### src/rtl/div_pkg.sv
// Shared types and sizing for the sequential divider.
package div_pkg;

  localparam int unsigned DefWidth = 32;
  localparam int unsigned CntWidth = $clog2(DefWidth + 1);

  typedef enum logic [1:0] {
    StIdle,
    StCalc,
    StFix
  } state_e;

endpackage

### src/rtl/div_step.sv
// One restoring-division iteration: shift in the next dividend bit and trial-subtract.
module div_step
  import div_pkg::*;
#(
  parameter int unsigned WIDTH = DefWidth
) (
  input  logic [WIDTH-1:0] rem_i,
  input  logic             quo_msb_i,
  input  logic [WIDTH-1:0] divisor_i,
  output logic [WIDTH-1:0] rem_o,
  output logic             q_bit_o,
  output logic             non_neg_o
);

  logic [WIDTH:0] shifted;
  logic [WIDTH:0] diff;

  assign shifted = {rem_i, quo_msb_i};
  // The extra bit keeps the borrow visible even when divisor_i uses the full width.
  assign diff      = shifted - {1'b0, divisor_i};
  assign non_neg_o = ~diff[WIDTH];
  assign q_bit_o   = non_neg_o;
  assign rem_o     = non_neg_o ? diff[WIDTH-1:0] : shifted[WIDTH-1:0];

endmodule

### src/rtl/seq_divider.sv
// Multi-cycle radix-2 restoring divider with signed/unsigned modes and
// divide-by-zero / overflow reporting.
module seq_divider
  import div_pkg::*;
#(
  parameter int unsigned WIDTH = DefWidth
) (
  input  logic             clk,
  input  logic             rst_n,
  input  logic             start_i,
  input  logic [WIDTH-1:0] dividend_i,
  input  logic [WIDTH-1:0] divisor_i,
  input  logic             is_signed_i,
  output logic             busy_o,
  output logic             done_o,
  output logic [WIDTH-1:0] quotient_o,
  output logic [WIDTH-1:0] remainder_o,
  output logic             div_by_zero_o,
  output logic             overflow_o
);

  localparam int unsigned CntW = $clog2(WIDTH + 1);
  localparam logic [WIDTH-1:0] MinVal = {1'b1, {(WIDTH - 1){1'b0}}};

  state_e           state_q;
  logic [CntW-1:0]  cnt_q;
  logic [WIDTH-1:0] rem_q, quo_q, dvsr_q;
  logic             neg_quo_q, neg_rem_q, dz_q, ovf_q;
  logic             busy_q, done_q, div_by_zero_q, overflow_q;
  logic [WIDTH-1:0] quotient_q, remainder_q;

  logic             dvd_neg, dvs_neg, dz_start, ovf_start;
  logic [WIDTH-1:0] dvd_abs, dvs_abs;
  logic [WIDTH-1:0] step_rem;
  logic             step_qbit, step_non_neg;

  // Negating MIN yields MIN, which read as unsigned is exactly 2^(WIDTH-1).
  assign dvd_neg   = is_signed_i & dividend_i[WIDTH-1];
  assign dvs_neg   = is_signed_i & divisor_i[WIDTH-1];
  assign dvd_abs   = dvd_neg ? (~dividend_i + 1'b1) : dividend_i;
  assign dvs_abs   = dvs_neg ? (~divisor_i + 1'b1) : divisor_i;
  assign dz_start  = (divisor_i == '0);
  assign ovf_start = is_signed_i & (dividend_i == MinVal) & (divisor_i == '1);

  div_step #(
    .WIDTH(WIDTH)
  ) u_step (
    .rem_i    (rem_q),
    .quo_msb_i(quo_q[WIDTH-1]),
    .divisor_i(dvsr_q),
    .rem_o    (step_rem),
    .q_bit_o  (step_qbit),
    .non_neg_o(step_non_neg)
  );

  always_ff @(posedge clk or negedge rst_n) begin
    if (!rst_n) begin
      state_q       <= StIdle;
      cnt_q         <= '0;
      rem_q         <= '0;
      quo_q         <= '0;
      dvsr_q        <= '0;
      neg_quo_q     <= 1'b0;
      neg_rem_q     <= 1'b0;
      dz_q          <= 1'b0;
      ovf_q         <= 1'b0;
      busy_q        <= 1'b0;
      done_q        <= 1'b0;
      quotient_q    <= '0;
      remainder_q   <= '0;
      div_by_zero_q <= 1'b0;
      overflow_q    <= 1'b0;
    end else begin
      done_q <= 1'b0;
      unique case (state_q)
        StIdle: begin
          if (start_i) begin
            busy_q    <= 1'b1;
            rem_q     <= '0;
            cnt_q     <= '0;
            dvsr_q    <= dvs_abs;
            // On divide-by-zero the raw dividend rides in quo_q to become the remainder.
            quo_q     <= dz_start ? dividend_i : dvd_abs;
            neg_quo_q <= dvd_neg ^ dvs_neg;
            neg_rem_q <= dvd_neg;
            dz_q      <= dz_start;
            ovf_q     <= ovf_start;
            state_q   <= dz_start ? StFix : StCalc;
          end
        end
        StCalc: begin
          rem_q <= step_rem;
          quo_q <= {quo_q[WIDTH-2:0], step_qbit & step_non_neg};
          cnt_q <= cnt_q + 1'b1;
          if (cnt_q == CntW'(WIDTH - 1)) state_q <= StFix;
        end
        StFix: begin
          if (dz_q) begin
            quotient_q  <= '1;
            remainder_q <= quo_q;
          end else begin
            quotient_q  <= neg_quo_q ? (~quo_q + 1'b1) : quo_q;
            remainder_q <= neg_rem_q ? (~rem_q + 1'b1) : rem_q;
          end
          div_by_zero_q <= dz_q;
          overflow_q    <= ovf_q;
          done_q        <= 1'b1;
          busy_q        <= 1'b0;
          state_q       <= StIdle;
        end
        default: state_q <= StIdle;
      endcase
    end
  end

  assign busy_o        = busy_q;
  assign done_o        = done_q;
  assign quotient_o    = quotient_q;
  assign remainder_o   = remainder_q;
  assign div_by_zero_o = div_by_zero_q;
  assign overflow_o    = overflow_q;

endmodule

### config.mk
export PLATFORM = sky130hd
export DESIGN_NAME = seq_divider
export DESIGN_NICKNAME = d
export VERILOG_FILES = /design/src/rtl/div_pkg.sv /design/src/rtl/div_step.sv /design/src/rtl/seq_divider.sv
export SDC_FILE = /design/constraint.sdc
export NUM_CORES = 1
export LEC_CHECK = 0
export CORE_ASPECT_RATIO = 2
export CORE_MARGIN = 4
export CORE_UTILIZATION = 55
export CTS_CLUSTER_SIZE = 25
export DETAILED_ROUTE_END_ITERATION = 10
export PLACE_DENSITY = 0.86
export SLEW_MARGIN = 10
export SYNTH_ARGS = -nofsm -noshare
export SYNTH_HDL_FRONTEND = slang
export SYNTH_SLANG_ARGS = --single-unit
export TNS_END_PERCENT = 100
### constraint.sdc
create_clock -name clk -period 4.4 [get_ports clk]
set_clock_uncertainty 0.15 [all_clocks]
set_input_delay 0.88 -clock clk [delete_from_list [all_inputs] [get_ports clk]]
set_output_delay 0.88 -clock clk [all_outputs]
set_load 0.005 [all_outputs]
# After elaboration in Yosys (flattened, before gate mapping)

Cells that the tools add are included.

Register bits after elaboration: 176
Input bits: 68
Word-level logic and storage cells: 67

Add/sub/neg operators: 6
Equality and inequality tests: 7
Multiplexer cells: 21
Bitwise operators: 10
Reductions and logical operators: 8

Operator list:

| kind                                                                   | number |
|---|---|
| 32-bit 2-to-1 mux                                                      | 10 |
| 32-bit by 1-bit adder with 32-bit output (second input constant)       | 4 |
| 32-bit NOT                                                             | 4 |
| 32-bit one-hot mux with 2 select lines                                 | 2 |
| 32-bit equality test (second input constant)                           | 2 |
| 33-bit by 32-bit subtractor with 33-bit output                         | 1 |
| 32-bit zero test                                                       | 1 |
| 6-bit one-hot mux with 2 select lines                                  | 1 |
| 2-bit AND reduction                                                    | 4 |
| 6-bit by 1-bit adder with 6-bit output (second input constant)         | 1 |
| 6-bit by 5-bit equality test with 1-bit output (second input constant) | 1 |
| 2-bit 2-to-1 mux                                                       | 3 |
| 6-bit 2-to-1 mux                                                       | 1 |
| 1-bit AND                                                              | 4 |
| 2-bit != test (second input constant)                                  | 2 |
| 2-bit one-hot mux with 2 select lines                                  | 1 |
| 2-bit nonzero test                                                     | 2 |
| 2-bit by 1-bit equality test with 1-bit output (second input constant) | 1 |
| 2-bit equality test (second input constant)                            | 1 |
| 2-bit zero test                                                        | 1 |
| 1-bit 2-to-1 mux                                                       | 2 |
| 1-bit one-hot mux with 2 select lines                                  | 1 |
| 1-bit NOT                                                              | 1 |
| 1-bit XOR                                                              | 1 |

# Depth between registers and ports, before layout

Gate-level depths: netlist (run 1).

Word-level depth: 6
Gate-level depth with buffers: 14
Mapped depth without buffers: 12

# By module

A second synthesis (run 1) with hierarchy kept.

Cell total of the unflattened synthesis: 1367
Area total of the unflattened synthesis: 11888.9 um2

Modules (own cells, without submodules):

| module      | times used | cells an instance | area each (um2) |
|---|---|---|---|
| seq_divider | 1          | 1055              | 9625.5 |
| div_step    | 1          | 312               | 2263.4 |

# Least setup slack after synthesis (run 1)

OpenSTA, ideal clock, no wires.

Path type: input-to-reg
Start point: input port dividend_i[8]
End point: register quo_q[25]
Library setup time: 77 ps
Arrival time: 3318 ps
Data required time: 4173 ps
Path slack: 854 ps
Cell stages on the path: 9
Path through: or3_4 or4_4 or3_4 or3_4 or3_4 o41ai_4 xnor2_1 o22ai_1 a21oi_1

Longest elaborated chain between the ends: 6

Ends and longest elaborated chain:

| element                                  | line              | text |
|---|---|---|
| from (decl)                              | seq_divider.sv:11 | `input logic [WIDTH-1:0] dividend_i,` |
| 32-bit NOT                               | seq_divider.sv:40 | `assign dvd_abs = dvd_neg ? (~dividend_i + 1'b1) : dividend_i;` |
| 32-bit by 1-bit adder with 32-bit output | seq_divider.sv:40 |  |
| 32-bit 2-to-1 mux                        | seq_divider.sv:40 |  |
| 32-bit 2-to-1 mux                        | seq_divider.sv:83 | `quo_q <= dz_start ? dividend_i : dvd_abs;` |
| 32-bit 2-to-1 mux                        | seq_divider.sv:77 | `if (start_i) begin` |
| 32-bit one-hot mux with 2 select lines   | seq_divider.sv:75 | `unique case (state_q)` |
| to (signal assigned)                     | seq_divider.sv:83 |  |
| to (signal assigned)                     | seq_divider.sv:93 | `quo_q <= {quo_q[WIDTH-2:0], step_qbit & step_non_neg};` |
| to (decl)                                | seq_divider.sv:27 | `logic [WIDTH-1:0] rem_q, quo_q, dvsr_q;` |

Every way passes these cells. The select of a mux whose other input is x is not followed.
A chain may end at the register's enable or synchronous reset.

# Final worst setup path (run 1)

Start point: register quo_q[31]
End point: register rem_q[29]

Longest elaborated chain between the ends: 3

Ends and longest elaborated chain:

| element                                        | line              | text |
|---|---|---|
| 33-bit by 32-bit subtractor with 33-bit output | div_step.sv:20    | `assign diff = shifted - {1'b0, divisor_i};` |
| 32-bit 2-to-1 mux                              | div_step.sv:23    | `assign rem_o = non_neg_o ? diff[WIDTH-1:0] : shifted[WIDTH-1:0];` |
| 32-bit one-hot mux with 2 select lines         | seq_divider.sv:75 |  |
| to (signal assigned)                           | seq_divider.sv:92 | `rem_q <= step_rem;` |
| to (decl)                                      | seq_divider.sv:27 |  |

Every way passes these cells.

==> metrics.txt, run 1 <==
# TYPE chip_impl_metric gauge
chip_impl_info{name="rsz_0062_raised_after_global_routing",value="no"} 1
chip_impl_metric{name="dp.cells",unit=""} 1760
chip_impl_metric{name="htree_levels",unit=""} 4
chip_impl_metric{name="gpl.final_weighted_congestion",unit=""} 0.921
chip_impl_metric{name="yosysUniqueCellTypes",unit=""} 71
chip_impl_metric{name="crit_arrival",unit="ns"} 4.14
chip_impl_metric{name="max_stage_delay",unit="ns"} 0.46
chip_impl_metric{name="worstPathMaxFanout",unit=""} 9
chip_impl_metric{name="cts_hold_buffers_added",unit=""} 0
chip_impl_info{name="most_instantiated_flip_flop_cell_in_the_synthesis_netlist",value="sky130_fd_sc_hd__dfrtp_1"} 1
chip_impl_metric{name="share_of_yosys_cell_area_claimed_by_the_top_area_cell_type",unit="%"} 37.6
chip_impl_metric{name="routed_wl",unit="µm"} 33000
chip_impl_metric{name="synth_area",unit="µm²"} 11700
chip_impl_metric{name="dp_slack",unit="ns"} 0.141
chip_impl_metric{name="cts_max_path_buffers",unit=""} 2
chip_impl_metric{name="clock_sinks",unit=""} 176
chip_impl_metric{name="top_level_ports",unit=""} 136
chip_impl_metric{name="fp.coreArea",unit="µm²"} 21000
chip_impl_metric{name="final_antenna_net_count",unit=""} 0
chip_impl_metric{name="layout.cell_area.non_filler",unit="µm²"} 14000
chip_impl_metric{name="drive_gt1_share",unit="%"} 6.76
chip_impl_metric{name="grt_first_pass_wirelength",unit="µm"} 53700
chip_impl_info{name="tightest_hold_check_type",value="input pin to asynchronous set/reset pin"} 1
chip_impl_metric{name="layout_worst_path_cycle_share",unit="%"} 90.5
chip_impl_metric{name="detailedRoute.firstPassIterationCount",unit=""} 5
chip_impl_metric{name="areaGrowthSynthToFinish",unit="%"} 19.6
chip_impl_metric{name="number_of_flops_mapped_to_enable_cells_by_yosys",unit=""} 0
chip_impl_metric{name="placement.cell_area",unit="µm²"} 13400
chip_impl_metric{name="via_per_inst",unit=""} 6.15
chip_impl_metric{name="power.static_leakage",unit="nW"} 5.91
chip_impl_metric{name="layout_min_cycle_time",unit="ns"} 3.98
chip_impl_metric{name="synth.avg_cell_area",unit="µm²"} 8.37
chip_impl_metric{name="grt_antenna_before_repair",unit=""} 1
chip_impl_metric{name="setup_tns",unit="ns"} 0
chip_impl_metric{name="cts_repair_resize_count",unit=""} 0
chip_impl_metric{name="setup_slack_after_layout",unit="ns"} 0.418
chip_impl_metric{name="globalRoute.totalOverflow",unit=""} 0
chip_impl_metric{name="max-slew-margin-rel",unit="%"} 35.1
chip_impl_metric{name="dieWidth",unit="µm"} 111
chip_impl_info{name="clock_tree_from_tritoncts",value="built"} 1
chip_impl_metric{name="ys_seq_elements",unit=""} 176
chip_impl_metric{name="synth.yosys.seq_area_share",unit="%"} 37.6
chip_impl_metric{name="gr-usage-all-layers",unit="%"} 27.7
chip_impl_metric{name="cellPowerDensity",unit="nW/µm²"} 772
chip_impl_metric{name="cts_buffers",unit=""} 17
chip_impl_metric{name="first_iteration_detailed_routing_drc_count",unit=""} 790
chip_impl_metric{name="maxCapViolCount",unit=""} 0
chip_impl_metric{name="n_fill_cell",unit=""} 1722
chip_impl_metric{name="clkSlewWorstSetupHoldPaths",unit="ns"} 0.07
chip_impl_info{name="netlist.top_cell.by_area",value="sky130_fd_sc_hd__dfrtp_1"} 1
chip_impl_metric{name="dieHeight",unit="µm"} 214
chip_impl_info{name="yosysMostFrequentCell",value="sky130_fd_sc_hd__nand2_1"} 1
chip_impl_metric{name="post_synth_inst_count",unit=""} 1399
chip_impl_metric{name="multi_input_area",unit="µm²"} 6820
chip_impl_info{name="critical_path.endpoint_type",value="flop"} 1
chip_impl_info{name="worstSetupPathType",value="flop to flop"} 1
chip_impl_metric{name="worstRegToRegCells",unit=""} 12
chip_impl_metric{name="synth.yosys.warnings",unit=""} 0
chip_impl_metric{name="setup_violations",unit=""} 0
chip_impl_metric{name="detailed_placement_hpwl",unit="µm"} 25500
chip_impl_metric{name="mappedNetlistNets",unit=""} 1506
chip_impl_info{name="worstSetupStartpointType",value="flop"} 1
chip_impl_info{name="synth.cells.most_frequent",value="sky130_fd_sc_hd__nand2_1 (178), sky130_fd_sc_hd__dfrtp_1 (176), sky130_fd_sc_hd__o21ai_0 (151)"} 1
chip_impl_info{name="outcome",value="finished clean"} 1
chip_impl_metric{name="floorplan.initialDensity",unit="%"} 55.7
chip_impl_metric{name="routed-via-count",unit=""} 11000
chip_impl_metric{name="detail_route.wl_per_cell",unit="µm"} 18.4
chip_impl_metric{name="maximum_number_of_pins_on_one_net_before_global_route_repair",unit=""} 86
chip_impl_metric{name="buffer_ports.inserted",unit=""} 135
chip_impl_metric{name="post-cts-setup-buffer-count",unit=""} 0
chip_impl_metric{name="power.ir.vdd_worst",unit="V"} 0.000366
chip_impl_metric{name="std_cell_rows",unit=""} 75
chip_impl_metric{name="layout.nets",unit=""} 1617
chip_impl_metric{name="timing.reg2reg.setup_slack",unit="ns"} 0.42
chip_impl_metric{name="first_global_vias",unit=""} 11100
chip_impl_info{name="critPathSlowestCell",value="sky130_fd_sc_hd__dfrtp_1"} 1
chip_impl_metric{name="slew_at_the_pin_with_the_worst_max_slew_slack",unit="ns"} 0.971
chip_impl_metric{name="final_cell_count_no_fill",unit=""} 1793
chip_impl_info{name="netlist_top_cells_area",value="sky130_fd_sc_hd__dfrtp_1 (38%), sky130_fd_sc_hd__xor2_1 (7.4%), sky130_fd_sc_hd__o21ai_0 (6.5%), sky130_fd_sc_hd__nand2_1 (5.7%), sky130_fd_sc_hd__a21oi_1 (4.7%)"} 1
chip_impl_metric{name="clkLatencyLatePin",unit="ns"} 0.45
chip_impl_metric{name="pwr_total",unit="mW"} 10.8
chip_impl_info{name="critical_path.reg2reg.startpoint",value="quo_q[31]"} 1
chip_impl_info{name="clock_tree.root_cell",value="sky130_fd_sc_hd__clkbuf_16"} 1
chip_impl_metric{name="clock.fmax",unit="MHz"} 251
chip_impl_info{name="cp_cell_sequence",value="inv_1 > ha_1 > fa_1 > nand2b_1 > a211oi_1 > o31ai_1 > o31ai_2 > a41o_1 > a31oi_2 > a31o_2 > o21ai_0 > o221ai_1"} 1
chip_impl_metric{name="timing_hold_violations_final",unit=""} 0
chip_impl_info{name="worstReg2RegEnd",value="rem_q[29]"} 1
chip_impl_metric{name="crit_required",unit="ns"} 4.56
chip_impl_metric{name="final-seq-area",unit="µm²"} 4400
chip_impl_metric{name="die_area",unit="µm²"} 23800
chip_impl_metric{name="asyncSetResetFlopFracSynth",unit="%"} 100
chip_impl_metric{name="drcViolationCount",unit=""} 0
chip_impl_metric{name="maxSlewViolCount",unit=""} 0
-- metal layers --
| layer | vias to the layer above | global-route usage, % | wire length, µm |
|---|---|---|---|
| met5 | - | 0 | 0 |
| met4 | 0 | 16.9 | 1900 |
| met3 | 113 | 4.12 | 1510 |
| met2 | 380 | 52.6 | 18300 |
| met1 | 5300 | 27.7 | 11300 |
| li1 | 5229 | - | - |
-- metrics by stage --
stage	hold slack (ns)	util, %
2_1_floorplan	0.289	-
3_3_place_gp	0.304	63.9
3_5_place_dp	0.320	63.9
4_1_cts	0.329	66.6
5_1_grt	0.352	66.6
6_report	0.281	66.6
-- worst max-delay path by stage --
stage,from,end,slack [ns],depth (start not counted)
after floorplan,dividend_i[8],quo_q[25],0.85,9
after global placement,dividend_i[6],quo_q[25],0.25,10
after detailed placement,divisor_i[0],quo_q[8],0.14,14
after CTS,quo_q[31],rem_q[29],0.45,12
after global routing,quo_q[31],rem_q[30],0.14,13
final,quo_q[31],rem_q[29],0.42,12
-- sequential cells by signal (all words and copies together), names as in the netlist, 2 cells and up --
signal,count
quotient_o,32
rem_q,32
state_q,2
dvsr_q,32
quo_q,32
remainder_o,32
cnt_q,6
-- critical path, delay by kind of cell, from the launching register on --
family	cells	cell delay (ns)
compound gates	8	2.31
buf+inv	1	0.12
flops	1	0.46
simple gates	1	0.19
fa+ha+maj	2	0.60
-- power breakdown --
part / total (mW) / switching [mW] / internal, mW
registers: 2.99 / 0.797 / 2.19
clock network: 1.47 / 0.663 / 0.806
logic: 6.35 / 3.56 / 2.80
total: 10.8 / 5.02 / 5.79
-- layout make-up --
| cell class | count | share of cell area [%] |
|---|---|---|
| clock inverters | 13 | 0.813 |
| flip-flops and latches | 176 | 31.4 |
| clock buffers | 19 | 3.23 |
| repair buffers | 175 | 12.1 |
| multi-input cells | 1089 | 48.7 |
| inverters | 51 | 1.37 |
| well taps | 269 | 2.40 |
| diodes | 1 | 0.0179 |
-- placed cells by master (no fill, tap or decap), types with 18 or more instances in the layout --
cell,netlist,routed
sky130_fd_sc_hd__nand2b_1,18,18
sky130_fd_sc_hd__clkdlybuf4s50_1,0,134
sky130_fd_sc_hd__nor2_1,99,97
sky130_fd_sc_hd__ha_1,38,38
sky130_fd_sc_hd__xnor2_1,45,45
sky130_fd_sc_hd__o21ai_0,151,151
sky130_fd_sc_hd__buf_4,1,37
sky130_fd_sc_hd__a22oi_1,25,25
sky130_fd_sc_hd__nand3_1,19,18
sky130_fd_sc_hd__xor2_1,99,99
sky130_fd_sc_hd__nor3_1,32,32
sky130_fd_sc_hd__inv_1,50,50
sky130_fd_sc_hd__dfrtp_1,176,176
sky130_fd_sc_hd__o211ai_1,23,23
sky130_fd_sc_hd__o31ai_1,34,34
sky130_fd_sc_hd__a21oi_1,111,111
sky130_fd_sc_hd__nand2_1,178,177
-- cell families (layout without fill, tap and decap cells) --
logic type | after synthesis | after routing | synth area share, %
compound gates | 448 | 448 | 24.0
flops | 176 | 176 | 37.6
mux | 7 | 7 | 0.598
other cells | 0 | 1 | 0
xor+xnor | 144 | 144 | 10.8
simple gates | 451 | 451 | 18.4
buf+inv | 134 | 258 | 4.48
fa+ha+maj | 39 | 39 | 4.23
Power figures use the tool's default switching activity.
==> run 2, diff against run 1 <==
--- a/config.mk
+++ b/config.mk
@@ -5,12 +5,15 @@
 export SDC_FILE = /design/constraint.sdc
 export NUM_CORES = 1
 export LEC_CHECK = 0
+export ABC_AREA = 1
+export CELL_PAD_IN_SITES_DETAIL_PLACEMENT = 0
+export CELL_PAD_IN_SITES_GLOBAL_PLACEMENT = 1
 export CORE_ASPECT_RATIO = 2
 export CORE_MARGIN = 4
-export CORE_UTILIZATION = 55
+export CORE_UTILIZATION = 42
 export CTS_CLUSTER_SIZE = 25
 export DETAILED_ROUTE_END_ITERATION = 10
-export PLACE_DENSITY = 0.86
+export PLACE_DENSITY = 0.89
 export SLEW_MARGIN = 10
 export SYNTH_ARGS = -nofsm -noshare
 export SYNTH_HDL_FRONTEND = slang
==> run 2 against run 1 <==
  * Synthesized cell count grew 53%
  * Final cell count is 50% higher
  * Via count up 31%
  * Synthesized area is 19% higher
  * Global-route usage grew 1.2 points
  * Power rose by 28%
  * Hold slack better by 0.027 ns
  * Worst setup slack better by 0.98 ns
==> metrics.txt, run 2 <==
# TYPE chip_impl_metric gauge
chip_impl_metric{name="synth.yosys.seq_area_share",unit="%"} 31.7
chip_impl_metric{name="clock.fmax",unit="MHz"} 334
chip_impl_metric{name="gpl.final_weighted_congestion",unit=""} 0.973
chip_impl_metric{name="worstPathBufferInverterCount",unit=""} 2
chip_impl_metric{name="routed-via-count",unit=""} 14400
chip_impl_metric{name="final_antenna_net_count",unit=""} 0
chip_impl_metric{name="clkSlewWorstSetupHoldPaths",unit="ns"} 0.07
chip_impl_metric{name="antenna-diode-count",unit=""} 0
chip_impl_metric{name="dieWidth",unit="µm"} 137
chip_impl_metric{name="final_cell_count_no_fill",unit=""} 2688
chip_impl_metric{name="post_synth_inst_count",unit=""} 2140
chip_impl_metric{name="synth.avg_cell_area",unit="µm²"} 6.50
chip_impl_metric{name="share_of_yosys_cell_area_claimed_by_the_top_area_cell_type",unit="%"} 31.7
chip_impl_metric{name="cellPowerDensity",unit="nW/µm²"} 855
chip_impl_info{name="clock_tree_from_tritoncts",value="built"} 1
chip_impl_info{name="netlist.top_cell.by_area",value="sky130_fd_sc_hd__dfrtp_1"} 1
chip_impl_metric{name="drive_gt1_share",unit="%"} 5.94
chip_impl_metric{name="slew_at_the_pin_with_the_worst_max_slew_slack",unit="ns"} 0.949
chip_impl_metric{name="worstRegToRegCells",unit=""} 14
chip_impl_metric{name="clock_sinks",unit=""} 176
chip_impl_metric{name="layout_worst_path_cycle_share",unit="%"} 68.1
chip_impl_metric{name="maximum_number_of_pins_on_one_net_before_global_route_repair",unit=""} 82
chip_impl_info{name="final_cell_mix",value="sky130_fd_sc_hd__nand2_1 (650), sky130_fd_sc_hd__inv_1 (316), sky130_fd_sc_hd__nand3_1 (244)"} 1
chip_impl_metric{name="first_iteration_detailed_routing_drc_count",unit=""} 1014
chip_impl_metric{name="mappedNetlistNets",unit=""} 2247
chip_impl_metric{name="buffer_ports.inserted",unit=""} 135
chip_impl_metric{name="htree_levels",unit=""} 4
chip_impl_metric{name="layout.nets",unit=""} 2350
chip_impl_metric{name="setup_tns",unit="ns"} 0
chip_impl_info{name="outcome",value="finished clean"} 1
chip_impl_metric{name="number_of_flops_mapped_to_enable_cells_by_yosys",unit=""} 0
chip_impl_metric{name="routed_wl",unit="µm"} 52400
chip_impl_info{name="critPathSlowestCell",value="sky130_fd_sc_hd__clkdlybuf4s50_1"} 1
chip_impl_metric{name="cts_repair_resize_count",unit=""} 0
chip_impl_metric{name="ys_seq_elements",unit=""} 176
chip_impl_metric{name="final_core_utilization",unit="%"} 49.3
chip_impl_metric{name="timing_hold_violations_final",unit=""} 0
chip_impl_metric{name="power.ir.vdd_worst",unit="V"} 0.000471
chip_impl_metric{name="synth.yosys.warnings",unit=""} 0
chip_impl_metric{name="detail_route.wl_per_cell",unit="µm"} 19.5
chip_impl_metric{name="netSwitchingPower",unit="mW"} 7.48
chip_impl_info{name="rsz_0062_raised_after_global_routing",value="no"} 1
chip_impl_metric{name="drcViolationCount",unit=""} 0
chip_impl_metric{name="setup_violations",unit=""} 0
chip_impl_metric{name="crit_arrival",unit="ns"} 3.19
chip_impl_metric{name="timing.reg2reg.setup_slack",unit="ns"} 1.51
chip_impl_metric{name="maxSlewViolCount",unit=""} 0
chip_impl_metric{name="cts_buffers",unit=""} 17
chip_impl_metric{name="clockPowerShare",unit="%"} 11.1
chip_impl_metric{name="areaGrowthSynthToFinish",unit="%"} 16.3
chip_impl_info{name="critical_path.endpoint_type",value="flop"} 1
chip_impl_metric{name="maxCapViolCount",unit=""} 0
chip_impl_info{name="critical_path.top_delay_family",value="simple AND/OR/NAND/NOR gates"} 1
chip_impl_metric{name="first_global_vias",unit=""} 14200
chip_impl_metric{name="fin_hold_ws",unit="ns"} 0.308
chip_impl_metric{name="post-cts-setup-buffer-count",unit=""} 0
chip_impl_metric{name="floorplan.initialDensity",unit="%"} 42.4
chip_impl_info{name="clock_tree.root_cell",value="sky130_fd_sc_hd__clkbuf_16"} 1
chip_impl_metric{name="globalRoute.totalOverflow",unit=""} 0
chip_impl_metric{name="crit_required",unit="ns"} 4.59
chip_impl_info{name="yosysMostFrequentCell",value="sky130_fd_sc_hd__nand2_1"} 1
chip_impl_metric{name="detailed_placement_hpwl",unit="µm"} 42500
chip_impl_info{name="worstReg2RegEnd",value="rem_q[16]"} 1
chip_impl_metric{name="yosysUniqueCellTypes",unit=""} 55
chip_impl_metric{name="clkLatencyLatePin",unit="ns"} 0.46
chip_impl_info{name="cp_cell_sequence",value="clkdlybuf4s50_1 > inv_1 > ha_1 > nand2_1 > nor2_1 > nand2_1 > nor2_1 > nand2_1 > nor2_1 > nand4_1 > a21oi_1 > o21ai_1"} 1
chip_impl_metric{name="fp.coreArea",unit="µm²"} 32800
chip_impl_metric{name="top_level_ports",unit=""} 136
chip_impl_metric{name="dp.cells",unit=""} 2656
chip_impl_metric{name="power.static_leakage",unit="nW"} 8.09
chip_impl_metric{name="layout.cell_area.non_filler",unit="µm²"} 16200
chip_impl_metric{name="detailedRoute.firstPassIterationCount",unit=""} 5
chip_impl_metric{name="synth_area",unit="µm²"} 13900
chip_impl_metric{name="via_per_inst",unit=""} 5.38
chip_impl_metric{name="p_sw_share",unit="%"} 54.1
chip_impl_metric{name="max-slew-margin-rel",unit="%"} 36.6
chip_impl_metric{name="cts_hold_buffers_added",unit=""} 0
chip_impl_info{name="synth.cells.most_frequent",value="sky130_fd_sc_hd__nand2_1 (650), sky130_fd_sc_hd__inv_1 (316), sky130_fd_sc_hd__nand3_1 (244)"} 1
chip_impl_metric{name="placement.cell_area",unit="µm²"} 15600
chip_impl_info{name="most_frequent_standard_cell_in_the_layout_excluding_fill_and_tap_cells",value="sky130_fd_sc_hd__nand2_1"} 1
chip_impl_info{name="netlist_top_cells_area",value="sky130_fd_sc_hd__dfrtp_1 (32%), sky130_fd_sc_hd__nand2_1 (18%), sky130_fd_sc_hd__nand3_1 (8.8%), sky130_fd_sc_hd__inv_1 (8.5%), sky130_fd_sc_hd__nor2_1 (5.3%)"} 1
chip_impl_metric{name="n_fill_cell",unit=""} 3347
chip_impl_metric{name="die_area",unit="µm²"} 36300
chip_impl_metric{name="cts_max_path_buffers",unit=""} 2
chip_impl_metric{name="gr-usage-all-layers",unit="%"} 28.9
chip_impl_metric{name="std_cell_rows",unit=""} 94
chip_impl_metric{name="worstPathMaxFanout",unit=""} 5
chip_impl_info{name="worstSetupStartpointType",value="input pin"} 1
chip_impl_info{name="most_instantiated_flip_flop_cell_in_the_synthesis_netlist",value="sky130_fd_sc_hd__dfrtp_1"} 1
chip_impl_info{name="worstSetupPathType",value="input pin to flop"} 1
chip_impl_metric{name="grt_antenna_before_repair",unit=""} 0
chip_impl_metric{name="power.share.combinational",unit="%"} 64.4
chip_impl_metric{name="p_int",unit="mW"} 6.35
chip_impl_metric{name="sequentialPowerShare",unit="%"} 24.5
chip_impl_metric{name="layout_min_cycle_time",unit="ns"} 3.00
chip_impl_metric{name="grt_first_pass_wirelength",unit="µm"} 79300
chip_impl_metric{name="dieHeight",unit="µm"} 265
chip_impl_metric{name="max_stage_delay",unit="ns"} 0.41
chip_impl_info{name="tightest_hold_check_type",value="input pin to asynchronous set/reset pin"} 1
chip_impl_metric{name="asyncSetResetFlopFracSynth",unit="%"} 100
chip_impl_info{name="critical_path.reg2reg.startpoint",value="dvsr_q[9]"} 1
## run 2: kinds of logic after synthesis
logic type	Yosys count	share of synthesized area (%)
AND/OR/NAND/NOR	1246	39.8
buffers and inverters	394	11.4
flip-flops	176	31.7
adder cells (fa/ha/maj)	39	3.56
XOR/XNOR	56	3.53
AO/OA/AOI/OAI	229	10.0
## run 2: metrics by stage
stage / power (mW) / setup WS [ns]
2_1_floorplan: 9.29 / 1.97
3_3_place_gp: 12.1 / 0.953
3_5_place_dp: 12.2 / 0.921
4_1_cts: 13.8 / 1.39
5_1_grt: 15.0 / 1.21
6_report: 13.8 / 1.40
## run 2: routing by layer
layer / up-vias / wire length [µm] / track usage [%]
met5: - / 0 / 0
met4: 0 / 5950 / 27.3
li1: 7054 / - / -
met1: 6735 / 17000 / 27.1
met3: 204 / 1570 / 2.73
met2: 456 / 27900 / 52.8
## run 2: how the worst max path moves through the flow
stage          slack [ns]  cells past startpoint          start         to
2_1_floorplan        1.97                     13  dividend_i[0]  quo_q[28]
3_3_place_gp         0.95                     12  dividend_i[0]  quo_q[30]
3_5_place_dp         0.92                     12  dividend_i[0]  quo_q[30]
4_1_cts              1.39                     12  dividend_i[0]  quo_q[30]
5_1_grt              1.21                     13  dividend_i[0]  quo_q[30]
6_report             1.40                     12  dividend_i[0]  quo_q[30]
## run 2: layout make-up
cell class	count	area [µm²]	share of cell area, %
tap	432	541	3.34
clock inverter	14	144	0.889
sequential	176	4400	27.2
clock buffer	18	439	2.71
inverter	329	1240	7.65
multi-input combinational	1570	7930	49.0
timing repair buffer	149	1480	9.16
## run 2: power groups by stage
| stage | Clock, mW | Combinational (mW) | Sequential [mW] |
|---|---|---|---|
| CTS | 1.57 | 8.89 | 3.35 |
| global placement | 0 | 8.74 | 3.37 |
| global route | 1.64 | 9.96 | 3.43 |
| floorplan | 0 | 6.35 | 2.94 |
| finish | 1.54 | 8.91 | 3.38 |
| detailed placement | 0 | 8.86 | 3.38 |
